$ cat config.mk
export PLATFORM = sky130hd
export DESIGN_NAME = count_seq_monitor_flat
export DESIGN_NICKNAME = d
export VERILOG_FILES = /design/src/rtl/count_seq_monitor_if.sv /design/src/rtl/count_seq_monitor.sv /design/src/flat_wrapper.sv
export SDC_FILE = /design/constraint.sdc
export NUM_CORES = 1
export LEC_CHECK = 0
export BUFFER_PORTS_ARGS = -buffer_cell sky130_fd_sc_hd__clkbuf_2
export CAP_MARGIN = 20
export CORE_ASPECT_RATIO = 1.5
export CORE_MARGIN = 5
export CORE_UTILIZATION = 35
export CTS_BUF_LIST = sky130_fd_sc_hd__clkbuf_4 sky130_fd_sc_hd__clkbuf_8
export CTS_CLUSTER_DIAMETER = 200
export CTS_CLUSTER_SIZE = 12
export DETAILED_ROUTE_END_ITERATION = 10
export GPL_ROUTABILITY_DRIVEN = 0
export MAX_ROUTING_LAYER = met4
export SYNTH_ARGS = -nofsm -noshare
export SYNTH_HDL_FRONTEND = slang
export SYNTH_SLANG_ARGS = --single-unit
$ cat constraint.sdc
create_clock -name clk -period 3.76 [get_ports clk]
set_input_delay 0.564 -clock clk [delete_from_list [all_inputs] [get_ports clk]]
set_output_delay 0.564 -clock clk [all_outputs]
set_load 0.05 [all_outputs]
$ cat src/rtl/count_seq_monitor_if.sv
// Bus bundle for count_seq_monitor: code sample stream in, lock status and counters out.
// master drives the sample stream; slave is the monitor.
interface count_seq_monitor_if #(
   parameter int ERR_W  = 8,
   parameter int WRAP_W = 16
);
   logic              in_valid;
   logic [2:0]        y_in;
   logic              clr;
   logic [1:0]        phase;
   logic              locked;
   logic              seq_err;
   logic              err_sticky;
   logic [ERR_W-1:0]  err_cnt;
   logic [WRAP_W-1:0] wrap_cnt;
   logic              timeout;

   modport master (
      output in_valid, y_in, clr,
      input  phase, locked, seq_err, err_sticky, err_cnt, wrap_cnt, timeout
   );

   modport slave (
      input  in_valid, y_in, clr,
      output phase, locked, seq_err, err_sticky, err_cnt, wrap_cnt, timeout
   );
endinterface

$ cat src/rtl/count_seq_monitor.sv
// Lock-on checker for the 2-bit counter code stream 000->011->101->111.
// Optional LOCKED idle timeout enabled by defining COUNT_SEQ_MON_TIMEOUT_EN.
module count_seq_monitor #(
   parameter int LOCK_N  = 3,
   parameter int ERR_W   = 8,
   parameter int WRAP_W  = 16,
   parameter int TIMEOUT = 8
) (
   input  logic                clk,
   input  logic                rst,
   count_seq_monitor_if.slave  mon
);

   if (LOCK_N < 1 || LOCK_N > 15) begin : g_chk_lock
      $error("LOCK_N must be in 1..15");
   end
   if (TIMEOUT < 1) begin : g_chk_to
      $error("TIMEOUT must be >= 1");
   end

   typedef enum logic [1:0] {UNLOCKED, LOCKING, LOCKED} state_t;

   state_t            state_q, state_d;
   logic [1:0]        prev_q, prev_d;
   logic [3:0]        good_q, good_d;
   logic [1:0]        phase_q, phase_d;
   logic              locked_q, locked_d;
   logic              seq_err_q, seq_err_d;
   logic              sticky_q, sticky_d;
   logic [ERR_W-1:0]  err_cnt_q, err_cnt_d;
   logic [WRAP_W-1:0] wrap_cnt_q, wrap_cnt_d;
   logic              timeout_q, timeout_d;

   logic              code_legal;
   logic [1:0]        code_ph;
   logic              is_succ;
   logic              err_ev, wrap_ev, to_ev;

`ifdef COUNT_SEQ_MON_TIMEOUT_EN
   localparam int IDLE_W = $clog2(TIMEOUT + 1);
   logic [IDLE_W-1:0] idle_q, idle_d;
`endif

   always_comb begin
      code_legal = 1'b1;
      code_ph    = '0;
      case (mon.y_in)
         3'b000:  code_ph = 2'd0;
         3'b011:  code_ph = 2'd1;
         3'b101:  code_ph = 2'd2;
         3'b111:  code_ph = 2'd3;
         default: code_legal = 1'b0;
      endcase
   end

   assign is_succ = code_legal && (code_ph == prev_q + 2'd1);

   // Next-state: FSM, lock tracking and the events that feed the output registers.
   always_comb begin
      state_d = state_q;
      prev_d  = prev_q;
      good_d  = good_q;
      err_ev  = 1'b0;
      wrap_ev = 1'b0;
      to_ev   = 1'b0;
`ifdef COUNT_SEQ_MON_TIMEOUT_EN
      idle_d  = '0;
`endif
      if (mon.in_valid) begin
         case (state_q)
            UNLOCKED: begin
               if (code_legal) begin
                  prev_d  = code_ph;
                  good_d  = '0;
                  state_d = LOCKING;
               end
            end
            LOCKING: begin
               if (!code_legal) begin
                  state_d = UNLOCKED;
               end else if (is_succ) begin
                  prev_d = code_ph;
                  good_d = good_q + 4'd1;
                  if (int'(good_d) >= LOCK_N) state_d = LOCKED;
               end else begin
                  prev_d = code_ph;
                  good_d = '0;
               end
            end
            LOCKED: begin
               if (is_succ) begin
                  prev_d  = code_ph;
                  wrap_ev = (prev_q == 2'd3);
               end else begin
                  err_ev  = 1'b1;
                  good_d  = '0;
                  state_d = UNLOCKED;
               end
            end
            default: state_d = UNLOCKED;
         endcase
      end
`ifdef COUNT_SEQ_MON_TIMEOUT_EN
      else if (state_q == LOCKED) begin
         idle_d = idle_q + IDLE_W'(1);
         if (int'(idle_d) == TIMEOUT) begin
            to_ev   = 1'b1;
            idle_d  = '0;
            good_d  = '0;
            state_d = UNLOCKED;
         end
      end
`endif
   end

   // clr takes priority over any same-cycle increment or sticky set.
   always_comb begin
      phase_d    = (mon.in_valid && code_legal) ? code_ph : phase_q;
      locked_d   = (state_d == LOCKED);
      seq_err_d  = err_ev;
      timeout_d  = to_ev;
      sticky_d   = sticky_q | err_ev;
      err_cnt_d  = (err_ev && (err_cnt_q != '1)) ? err_cnt_q + ERR_W'(1) : err_cnt_q;
      wrap_cnt_d = wrap_ev ? wrap_cnt_q + WRAP_W'(1) : wrap_cnt_q;
      if (mon.clr) begin
         sticky_d   = 1'b0;
         err_cnt_d  = '0;
         wrap_cnt_d = '0;
      end
   end

   always_ff @(posedge clk or posedge rst) begin
      if (rst) begin
         state_q    <= UNLOCKED;
         prev_q     <= '0;
         good_q     <= '0;
         phase_q    <= '0;
         locked_q   <= 1'b0;
         seq_err_q  <= 1'b0;
         sticky_q   <= 1'b0;
         err_cnt_q  <= '0;
         wrap_cnt_q <= '0;
         timeout_q  <= 1'b0;
      end else begin
         state_q    <= state_d;
         prev_q     <= prev_d;
         good_q     <= good_d;
         phase_q    <= phase_d;
         locked_q   <= locked_d;
         seq_err_q  <= seq_err_d;
         sticky_q   <= sticky_d;
         err_cnt_q  <= err_cnt_d;
         wrap_cnt_q <= wrap_cnt_d;
         timeout_q  <= timeout_d;
      end
   end

`ifdef COUNT_SEQ_MON_TIMEOUT_EN
   always_ff @(posedge clk or posedge rst) begin
      if (rst) idle_q <= '0;
      else     idle_q <= idle_d;
   end
`endif

   assign mon.phase      = phase_q;
   assign mon.locked     = locked_q;
   assign mon.seq_err    = seq_err_q;
   assign mon.err_sticky = sticky_q;
   assign mon.err_cnt    = err_cnt_q;
   assign mon.wrap_cnt   = wrap_cnt_q;
   assign mon.timeout    = timeout_q;

endmodule

$ cat src/flat_wrapper.sv
// flat-port wrapper written by rule: the top's interface ports become plain ports
module count_seq_monitor_flat 
#(
   parameter int LOCK_N  = 3,
   parameter int ERR_W   = 8,
   parameter int WRAP_W  = 16,
   parameter int TIMEOUT = 8
)
  (clk, rst, mon_in_valid, mon_y_in, mon_clr, mon_phase, mon_locked, mon_seq_err, mon_err_sticky, mon_err_cnt, mon_wrap_cnt, mon_timeout);
  count_seq_monitor_if #(.ERR_W(ERR_W), .WRAP_W(WRAP_W)) mon_i ();
  input  logic clk;
  input  logic rst;
  input wire logic [$bits(mon_i.in_valid)-1:0] mon_in_valid;
  input wire logic [$bits(mon_i.y_in)-1:0] mon_y_in;
  input wire logic [$bits(mon_i.clr)-1:0] mon_clr;
  output wire logic [$bits(mon_i.phase)-1:0] mon_phase;
  output wire logic [$bits(mon_i.locked)-1:0] mon_locked;
  output wire logic [$bits(mon_i.seq_err)-1:0] mon_seq_err;
  output wire logic [$bits(mon_i.err_sticky)-1:0] mon_err_sticky;
  output wire logic [$bits(mon_i.err_cnt)-1:0] mon_err_cnt;
  output wire logic [$bits(mon_i.wrap_cnt)-1:0] mon_wrap_cnt;
  output wire logic [$bits(mon_i.timeout)-1:0] mon_timeout;
  assign mon_i.in_valid = mon_in_valid;
  assign mon_i.y_in = mon_y_in;
  assign mon_i.clr = mon_clr;
  assign mon_phase = mon_i.phase;
  assign mon_locked = mon_i.locked;
  assign mon_seq_err = mon_i.seq_err;
  assign mon_err_sticky = mon_i.err_sticky;
  assign mon_err_cnt = mon_i.err_cnt;
  assign mon_wrap_cnt = mon_i.wrap_cnt;
  assign mon_timeout = mon_i.timeout;
  count_seq_monitor #(.LOCK_N(LOCK_N), .ERR_W(ERR_W), .WRAP_W(WRAP_W), .TIMEOUT(TIMEOUT)) u_core (.clk(clk), .rst(rst), .mon(mon_i));
endmodule
* Yosys cells after proc, flatten, opt, wreduce, memory -nomap -nowiden
Index checks and enable logic that the tools add are counted.
Word-level totals: register bits 37, input port bits 7, output and inout port bits 30, word-level logic and storage cells 70
Cells by class: $add $sub $neg 4, order comparisons 1, eq/ne operators 14, muxes and demuxes 28, bitwise gates (word level) 1, reduce and logical (&&, ||, !) cells 13
Operators by type and width (number):
- $mux W16 | 2
- $add A16 B1 Y16 const B | 1
- $mux W2 | 8
- $mux W4 | 4
- $mux W8 | 2
- $pmux W2 S3 | 2
- $pmux W4 S3 | 1
- $add A8 B1 Y8 const B | 1
- $mux W1 | 8
- $ne A2 B1 Y1 const B | 4
- $ne A8 B8 Y1 const B | 1
- $eq A2 B2 Y1 const B | 3
- $eq A3 B3 Y1 const B | 2
- $reduce_bool A2 Y1 | 3
- $reduce_and A5 Y1 | 1
- $add A4 B1 Y4 const B | 1
- $ge A4 B2 Y1 const B | 1
- $pmux W2 S2 | 1
- $reduce_and A4 Y1 | 1
- $reduce_or A4 Y1 | 1
- $eq A3 B2 Y1 const B | 1
- $logic_and A1 B1 Y1 | 3
- $logic_not A3 Y1 | 1
- $reduce_bool A3 Y1 | 1
- 7 further kinds | 7

* Depth between registers and ports, before layout
Gate-level depths: netlist of the first run.
depth in word-level cells 10, mapped depth 7, depth with buffers taken out 6

* Worst setup path after synthesis of the first run
Ideal clock, no wire load.
path kind register to register, from register u_core.prev_q[0], to register u_core.wrap_cnt_q[15] (netlist: u_core.mon.wrap_cnt[15]), library setup time 0.078 ns, arrival 2.221 ns, data required time 3.682 ns, path slack 1.461 ns, stages on the path, launching flop included 7, path buffers 0, clock period less this slack 2.299 ns, cells stage by stage dfrtp_1 > ha_1 > or3_4 > a211oi_4 > o211ai_2 > or4_1 > a21oi_1
On the way: cells in the longest elaborated chain, start to end 7
RTL lines:
- start, declared | RTL line count_seq_monitor.sv:24 | logic [1:0] prev_q, prev_d;
- start signal, assigned | RTL line count_seq_monitor.sv:146 | prev_q <= prev_d;
- $add A2 B1 Y2 | RTL line count_seq_monitor.sv:56 | assign is_succ = code_legal && (code_ph == prev_q + 2'd1);
- $eq A2 B2 Y1 | RTL line count_seq_monitor.sv:56
- $logic_and A1 B1 Y1 | RTL line count_seq_monitor.sv:56
- $mux W1 (*) | RTL line count_seq_monitor.sv:91 | if (is_succ) begin
- $mux W1 (*) | RTL line count_seq_monitor.sv:70 | case (state_q)
- $mux W1 (*) | RTL line count_seq_monitor.sv:69 | if (mon.in_valid) begin
- $reduce_bool A2 Y1 (no line) (*)
- end signal, assigned | RTL line count_seq_monitor.sv:153 | wrap_cnt_q <= wrap_cnt_d;
- end, declared | RTL line count_seq_monitor.sv:31 | logic [WRAP_W-1:0] wrap_cnt_q, wrap_cnt_d;
Every way passes the cells marked *; elsewhere a longest branch is shown, timed or not. A chain may end at the register's enable or synchronous reset.

* Worst setup path in the final report of the first run
Same ends and word-level chain as after synthesis.

==> impl_metrics.csv, run 1 <==
group,metric,value,unit
outcome,status,"completed",
timing,maxSlewViolCount,0,
finish,multi_input_area,1060,um^2
timing,finalSetupTns,0,ns
power,clkPwrFrac,41.8,%
finish,final_common_cell,"dfrtp_1",
grt,grt_pass1_vias,1695,
timing,worst_pin_slew,0.749,ns
synthesis,ys.flop_type,"dfrtp_1",
synthesis,synth-edff-count,0,
worst_setup_path,cp.depth,6,
grt,grt.overflow.total,0,
finish,areaGrowthSynthToFinish,16.1,%
worst_setup_path,slowest_stage,"a211oi_4",
finish,final_cell_mix,"dfrtp_1, clkbuf_2, o21ai_0",
timing,fin_crit_sh,72.8,%
floorplanning,fp.dieH,105,um
power,switchingPower,0.000224,W
clocking,tritoncts,"done",
placed_design,detailed_place.area,2310,um^2
grt,grt_max_degree,31,
route,dr.pass1.iters,4,
power,peakVddDrop,213,uV
power,p_int,0.000662,W
clocking,clkTransAtPathRegs,0.08,ns
synthesis,async_flop_share,100,%
floorplanning,coreArea,5830,um^2
power,powerDensity,364,nW/um^2
timing,skew,0.00972,ns
power,p_leak,1.10,nW
synthesis,synthTopCellsByArea,"dfrtp_1, o21ai_0, a21oi_1, nor2_1, nand2_1",
hold_path,worstHoldPathType,"input pin to async pin",
synthesis,synth_cell_types,51,
route,via_per_inst,5.30,
clocking,cts.htree.levels,2,
clocking,post_cts_resized,0,
route,detail-route-antenna-nets,0,
clocking,root_buffer,"clkbuf_8",
floorplanning,rows,34,
job,cap_violations,0,
clocking,cts_buffer_depth,2,
finish,finalNetCount,269,
power,power_frac_comb,11.2,%
timing,fmax,365,MHz
finish,drive_gt1_share,24.8,%
worst_setup_path,worstSetupEndpointType,"register",
worst_setup_path,worst-path-buf-inv,0,
synthesis,ys_warn_count,0,
worst_setup_path,worstPathRequired,3.97,ns
route,drtIter0Drc,113,
synthesis,synth.yosys.seq_area_share,44.2,%
worst_setup_path,cp-start-kind,"register",
timing,hold_viol,0,
finish,fin_area,2430,um^2
worst_setup_path,critPathTopFamily,"compound AO/OA/AOI/OAI gates",
route,wl,4630,um
synthesis,yosysTopAreaCell,"dfrtp_1",
timing,relSlewSlack,50.0,%
clocking,worstSkewPairLatency,0.29,ns
finish,fin_util,41.7,%
finish,seq_area,926,um^2
power,swShare,25.2,%
worst_setup_path,crit_type,"register to register",
worst_setup_path,worstPathArrival,2.95,ns
grt,grt_pass1_wl,7980,um
worst_setup_path,rr_worst_depth,6,
placed_design,place_hpwl,3330,um
synthesis,syn_nets,235,
finish,nFillCells,578,
route,drc,0,
grt,antenna_found_initial,0,
grt,track_usage,13.3,%
timing,finalSetupViolCount,0,
synthesis,syn_area,2090,um^2
timing,fin_crit,2.74,ns
floorplanning,io_pins,37,
placed_design,port_buffers,35,
worst_setup_path,path_max_fanout,12,
clocking,cts_hold_buf,0,
power,power,0.000885,W
synthesis,synthesis.instances,223,
clocking,clock_sinks,37,
synthesis,post_synth.cell_area_avg,9.39,um^2
route,wl_per_cell,14.0,um
synthesis,synth.top_cell.area_share,44.2,%
floorplanning,die_w,73.1,um
timing,rsz0062_at_grt,"no",
power,power.share.sequential,47.0,%
floorplanning,start_util,35.9,%
finish,diodes,0,
worst_setup_path,max_stage_delay,0.58,ns
route,vias,1749,
synthesis,synth_seq_cells,37,
floorplanning,die-area,7660,um^2
worst_setup_path,path_cells,"ha_1, or3_4, a211oi_4, o211ai_2, or4_1, a21oi_1",
clocking,post_cts_buffers,0,
clocking,cts_buffers,5,
metal layers:
layer  share of wire [%]  global-route usage, %  vias to the layer above
li1                    -                      -                      866
met2                  50                   21.1                       30
met5                   0                      -                        -
met1                  44                   16.2                      848
met3                 4.2                   2.98                        5
met4                 1.3                   4.75                        0
worst paths after layout:
check | from | to | slack (ns)
worst max register to register | u_core.prev_q[0] | u_core.mon.wrap_cnt[15] | 1.02
worst min-delay path | rst | u_core.mon.wrap_cnt[0] | 0.37
worst min register to register | u_core.prev_q[1] | u_core.prev_q[1] | 0.52
worst max-delay path | u_core.prev_q[0] | u_core.mon.wrap_cnt[15] | 1.02
max in group asynchronous | rst | u_core.prev_q[0] | 2.63
min in group clk | u_core.prev_q[1] | u_core.prev_q[1] | 0.52
kinds of logic (layout without fill, tap and decap cells):
family,Yosys count,count (layout),synth area share (%)
buffers and inverters,22,57,4.96
AOI/OAI and AO/OA,60,60,19.5
adders and majority gates,5,5,2.99
muxes,6,6,2.99
and+or+nand+nor,85,85,22.2
DFF,37,37,44.2
xor gates and xnor gates,7,7,2.93
other,1,1,0.179
synth_stat cells (3+ instances only):
| master | instances |
|---|---|
| nand4_1 | 4 |
| a21oi_1 | 16 |
| nand3_1 | 7 |
| or3_1 | 9 |
| nand2_1 | 17 |
| dfrtp_1 | 37 |
| xnor2_1 | 5 |
| clkbuf_1 | 4 |
| o21ai_0 | 22 |
| ha_1 | 5 |
| and4_1 | 3 |
| nor2_1 | 19 |
| nor2b_1 | 4 |
| or3_2 | 3 |
| mux2i_1 | 4 |
| inv_1 | 13 |
| o22ai_1 | 3 |
worst register-to-register path, stage by stage, from the launching register on:
cell and delay, ns:
dfrtp_1 0.41, ha_1 0.34, or3_4 0.41, a211oi_4 0.58, o211ai_2 0.23, or4_1 0.53, a21oi_1 0.16
stage by stage:
step | setup WS [ns] | hold slack, ns | instances
after floorplan | 1.46 | 0.477 | 223
after global placement | 1.09 | 0.505 | 322
after detailed placement | 1.02 | 0.510 | 322
after CTS | 1.01 | 0.399 | 330
after global routing | 0.849 | 0.456 | 330
final | 1.02 | 0.371 | 330
area by class of cell:
cell class	count	share of cell area, %
repair buffers	36	7.51
flip-flops and latches	37	38.1
inverters	13	2.01
well taps	72	3.71
clock inverters	1	1.24
multi-input cells	164	43.7
clock buffers	7	3.71
sequential cells by signal (all words and copies together), names as in the netlist:
signal,flops
u_core.good_q,4
u_core.mon.locked,1
u_core.mon.wrap_cnt,16
u_core.mon.phase,2
u_core.state_q,2
u_core.mon.seq_err,1
u_core.prev_q,2
u_core.mon.err_cnt,8
u_core.mon.err_sticky,1
power by group through the flow:
stage | registers, W | logic [W] | clock network [W]
after global routing | 0.000418 | 0.000113 | 0.000397
after floorplan | 0.000436 | 0.0000691 | 0
after CTS | 0.000416 | 0.000102 | 0.000382
after detailed placement | 0.000424 | 0.000101 | 0
final | 0.000416 | 0.0000994 | 0.000370
after global placement | 0.000424 | 0.0000993 | 0
Power figures use the tool's default switching activity.
==> inputs of run 2 (changes only) <==
==> constraint.sdc (replaced) <==
create_clock -name clk -period 2.7 [get_ports clk]
set_input_delay 0.405 -clock clk [delete_from_list [all_inputs] [get_ports clk]]
set_output_delay 0.405 -clock clk [all_outputs]
set_load 0.05 [all_outputs]
==> run 2 against run 1 <==
  * First-iteration DRC count decreased by 46%
  * Core utilization up 0.62 points
  * Hold slack got worse by 0.17 ns
  * Clock power grew 55%
  * Non-clock buffer count increased by 3
  * Cell count grew 0.91%
  * Sequential power is 39% higher
  * Clock skew fell by 0.0054 ns
  * Worst setup slack got worse by 0.84 ns
  * Critical endpoint is now u_core.mon.wrap_cnt[4]
  * Design area increased by 1.5%
  * Global-route usage shrank 0.35 points
==> impl_metrics.csv, run 2 (same netlist as run 1, synthesis figures left out) <==
group,metric,value,unit
outcome,status,"completed",
worst_setup_path,r2r_start,"u_core.prev_q[0]",
grt,met1_usage,15.5,%
finish,finalNetCount,272,
grt,grt_pass1_wl,7820,um
floorplanning,fp.dieH,105,um
clocking,tritoncts,"done",
worst_setup_path,path_max_fanout,9,
clocking,worstSkewPairLatency,0.29,ns
grt,grt-busiest-layer,"met2",
grt,grt_max_degree,38,
finish,largest_register_ffs,16,
grt,grt.overflow.total,0,
timing,maxSlewViolCount,0,
floorplanning,die-area,7660,um^2
timing,skew,0.00434,ns
finish,diodes,0,
worst_setup_path,worstSetupEndpointType,"register",
clocking,clkTransAtPathRegs,0.08,ns
worst_setup_path,critPathLaunch,"u_core.prev_q[0]",
finish,final_common_cell,"dfrtp_1",
job,cap_violations,0,
grt,gr-usage-met2,21.0,%
clocking,cts.htree.levels,2,
grt,track_usage,12.9,%
hold_path,worstHoldPathType,"input pin to async pin",
power,p_leak,1.12,nW
clocking,clock_sinks,37,
floorplanning,coreArea,5830,um^2
power,powerDensity,524,nW/um^2
route,detail-route-antenna-nets,0,
timing,fin_ws,0.187,ns
worst_setup_path,crit_type,"register to register",
grt,grt_use_met3,2.69,%
finish,final_cell_mix,"dfrtp_1, clkbuf_2, o21ai_0",
clocking,cts_buffer_depth,2,
timing,worst_pin_slew,0.660,ns
floorplanning,start_util,35.9,%
worst_setup_path,worstPathArrival,2.72,ns
route,vias,1738,
route,dr.pass1.iters,4,
clocking,cts_hold_buf,0,
clocking,cts_buffers,5,
timing,relSlewSlack,55.8,%
worst_setup_path,r2r-end,"u_core.mon.wrap_cnt[4]",
timing,hold_viol,0,
worst_setup_path,cp-start-kind,"register",
floorplanning,io_pins,37,
timing,rsz0062_at_grt,"no",
timing,fin_crit_sh,93.1,%
clocking,post_cts_resized,0,
route,drtIter0Drc,61,
clocking,post_cts_buffers,0,
worst_setup_path,rrSetupSlack,0.19,ns
floorplanning,die_w,73.1,um
timing,fmax,398,MHz
placed_design,post-place-ws,0.190,ns
finish,nFillCells,599,
worst_setup_path,crit_end,"u_core.mon.wrap_cnt[4]",
placed_design,port_buffers,35,
timing,finalSetupViolCount,0,
route,drc,0,
route,via_per_inst,5.22,
timing,fin_crit,2.51,ns
route,wl,4480,um
finish,areaGrowthSynthToFinish,17.9,%
route,wl_per_cell,13.4,um
floorplanning,rows,34,
worst_setup_path,rr_worst_depth,7,
power,peakVddDrop,242,uV
worst_setup_path,worstPathRequired,2.91,ns
timing,finalSetupTns,0,ns
finish,drive_gt1_share,25.7,%
grt,grt_pass1_vias,1659,
clocking,root_buffer,"clkbuf_8",
grt,antenna_found_initial,0,
placed_design,place_hpwl,3280,um
[run 2: cell types whose count changed in the layout (fill, tap and decap cells not counted), sizes merged]
cell	previous run	this run
buf	1	4
bufinv	1	2
clkbuf	42	40
clkinv	0	1
[run 2: metal layers]
metal,share of wire (%),up-vias
met2,50,27
met1,44,836
met3,4.4,6
met5,0,-
li1,-,869
met4,1.7,0
[run 2: worst min path at each step]
stage                     startpoint                      to  slack, ns  depth (start not counted)
2_1_floorplan       u_core.prev_q[1]        u_core.prev_q[1]       0.48                          1
3_3_place_gp   u_core.mon.err_sticky   u_core.mon.err_sticky       0.48                          2
3_5_place_dp   u_core.mon.err_sticky   u_core.mon.err_sticky       0.49                          2
4_1_cts                          rst  u_core.mon.wrap_cnt[9]       0.22                          3
5_1_grt                          rst  u_core.mon.wrap_cnt[9]       0.26                          3
6_report                         rst  u_core.mon.wrap_cnt[9]       0.20                          3
[run 2: stage by stage]
| step | hold WS [ns] | instances | total power [W] | utilization (%) | area [um^2] |
|---|---|---|---|---|---|
| after CTS | 0.215 | 333 | 0.00132 | 42.3 | 2470 |
| final | 0.197 | 333 | 0.00129 | 42.3 | 2470 |
| after global routing | 0.258 | 333 | 0.00135 | 42.3 | 2470 |
| after global placement | 0.482 | 325 | 0.000733 | 40.0 | 2330 |
| after detailed placement | 0.489 | 325 | 0.000736 | 40.0 | 2330 |
| after floorplan | 0.477 | 223 | 0.000703 | - | 2090 |
[run 2: report_power, final]
part / total, W / switching [W] / internal [W]
logic: 0.000141 / 0.0000962 / 0.0000451
registers: 0.000580 / 0.0000121 / 0.000568
clock network: 0.000572 / 0.000205 / 0.000367
[run 2: cell type report]
type                    count  area [um^2]  share of cell area (%)
clock buffers               5         68.8                    2.79
inverters                  13         48.8                    1.98
multi-input cells         164         1060                    43.1
repair buffers             39          205                    8.32
flip-flops and latches     37          926                    37.5
well taps                  72         90.1                    3.65
clock inverters             3         65.1                    2.64
[run 2: critical path, cell delays in order (launching register included)]
cell      delay, ns
dfrtp_1        0.42
ha_1           0.35
or3_4          0.41
a211oi_4       0.38
buf_4          0.23
o211ai_1       0.16
or3_1          0.34
a21oi_1        0.14
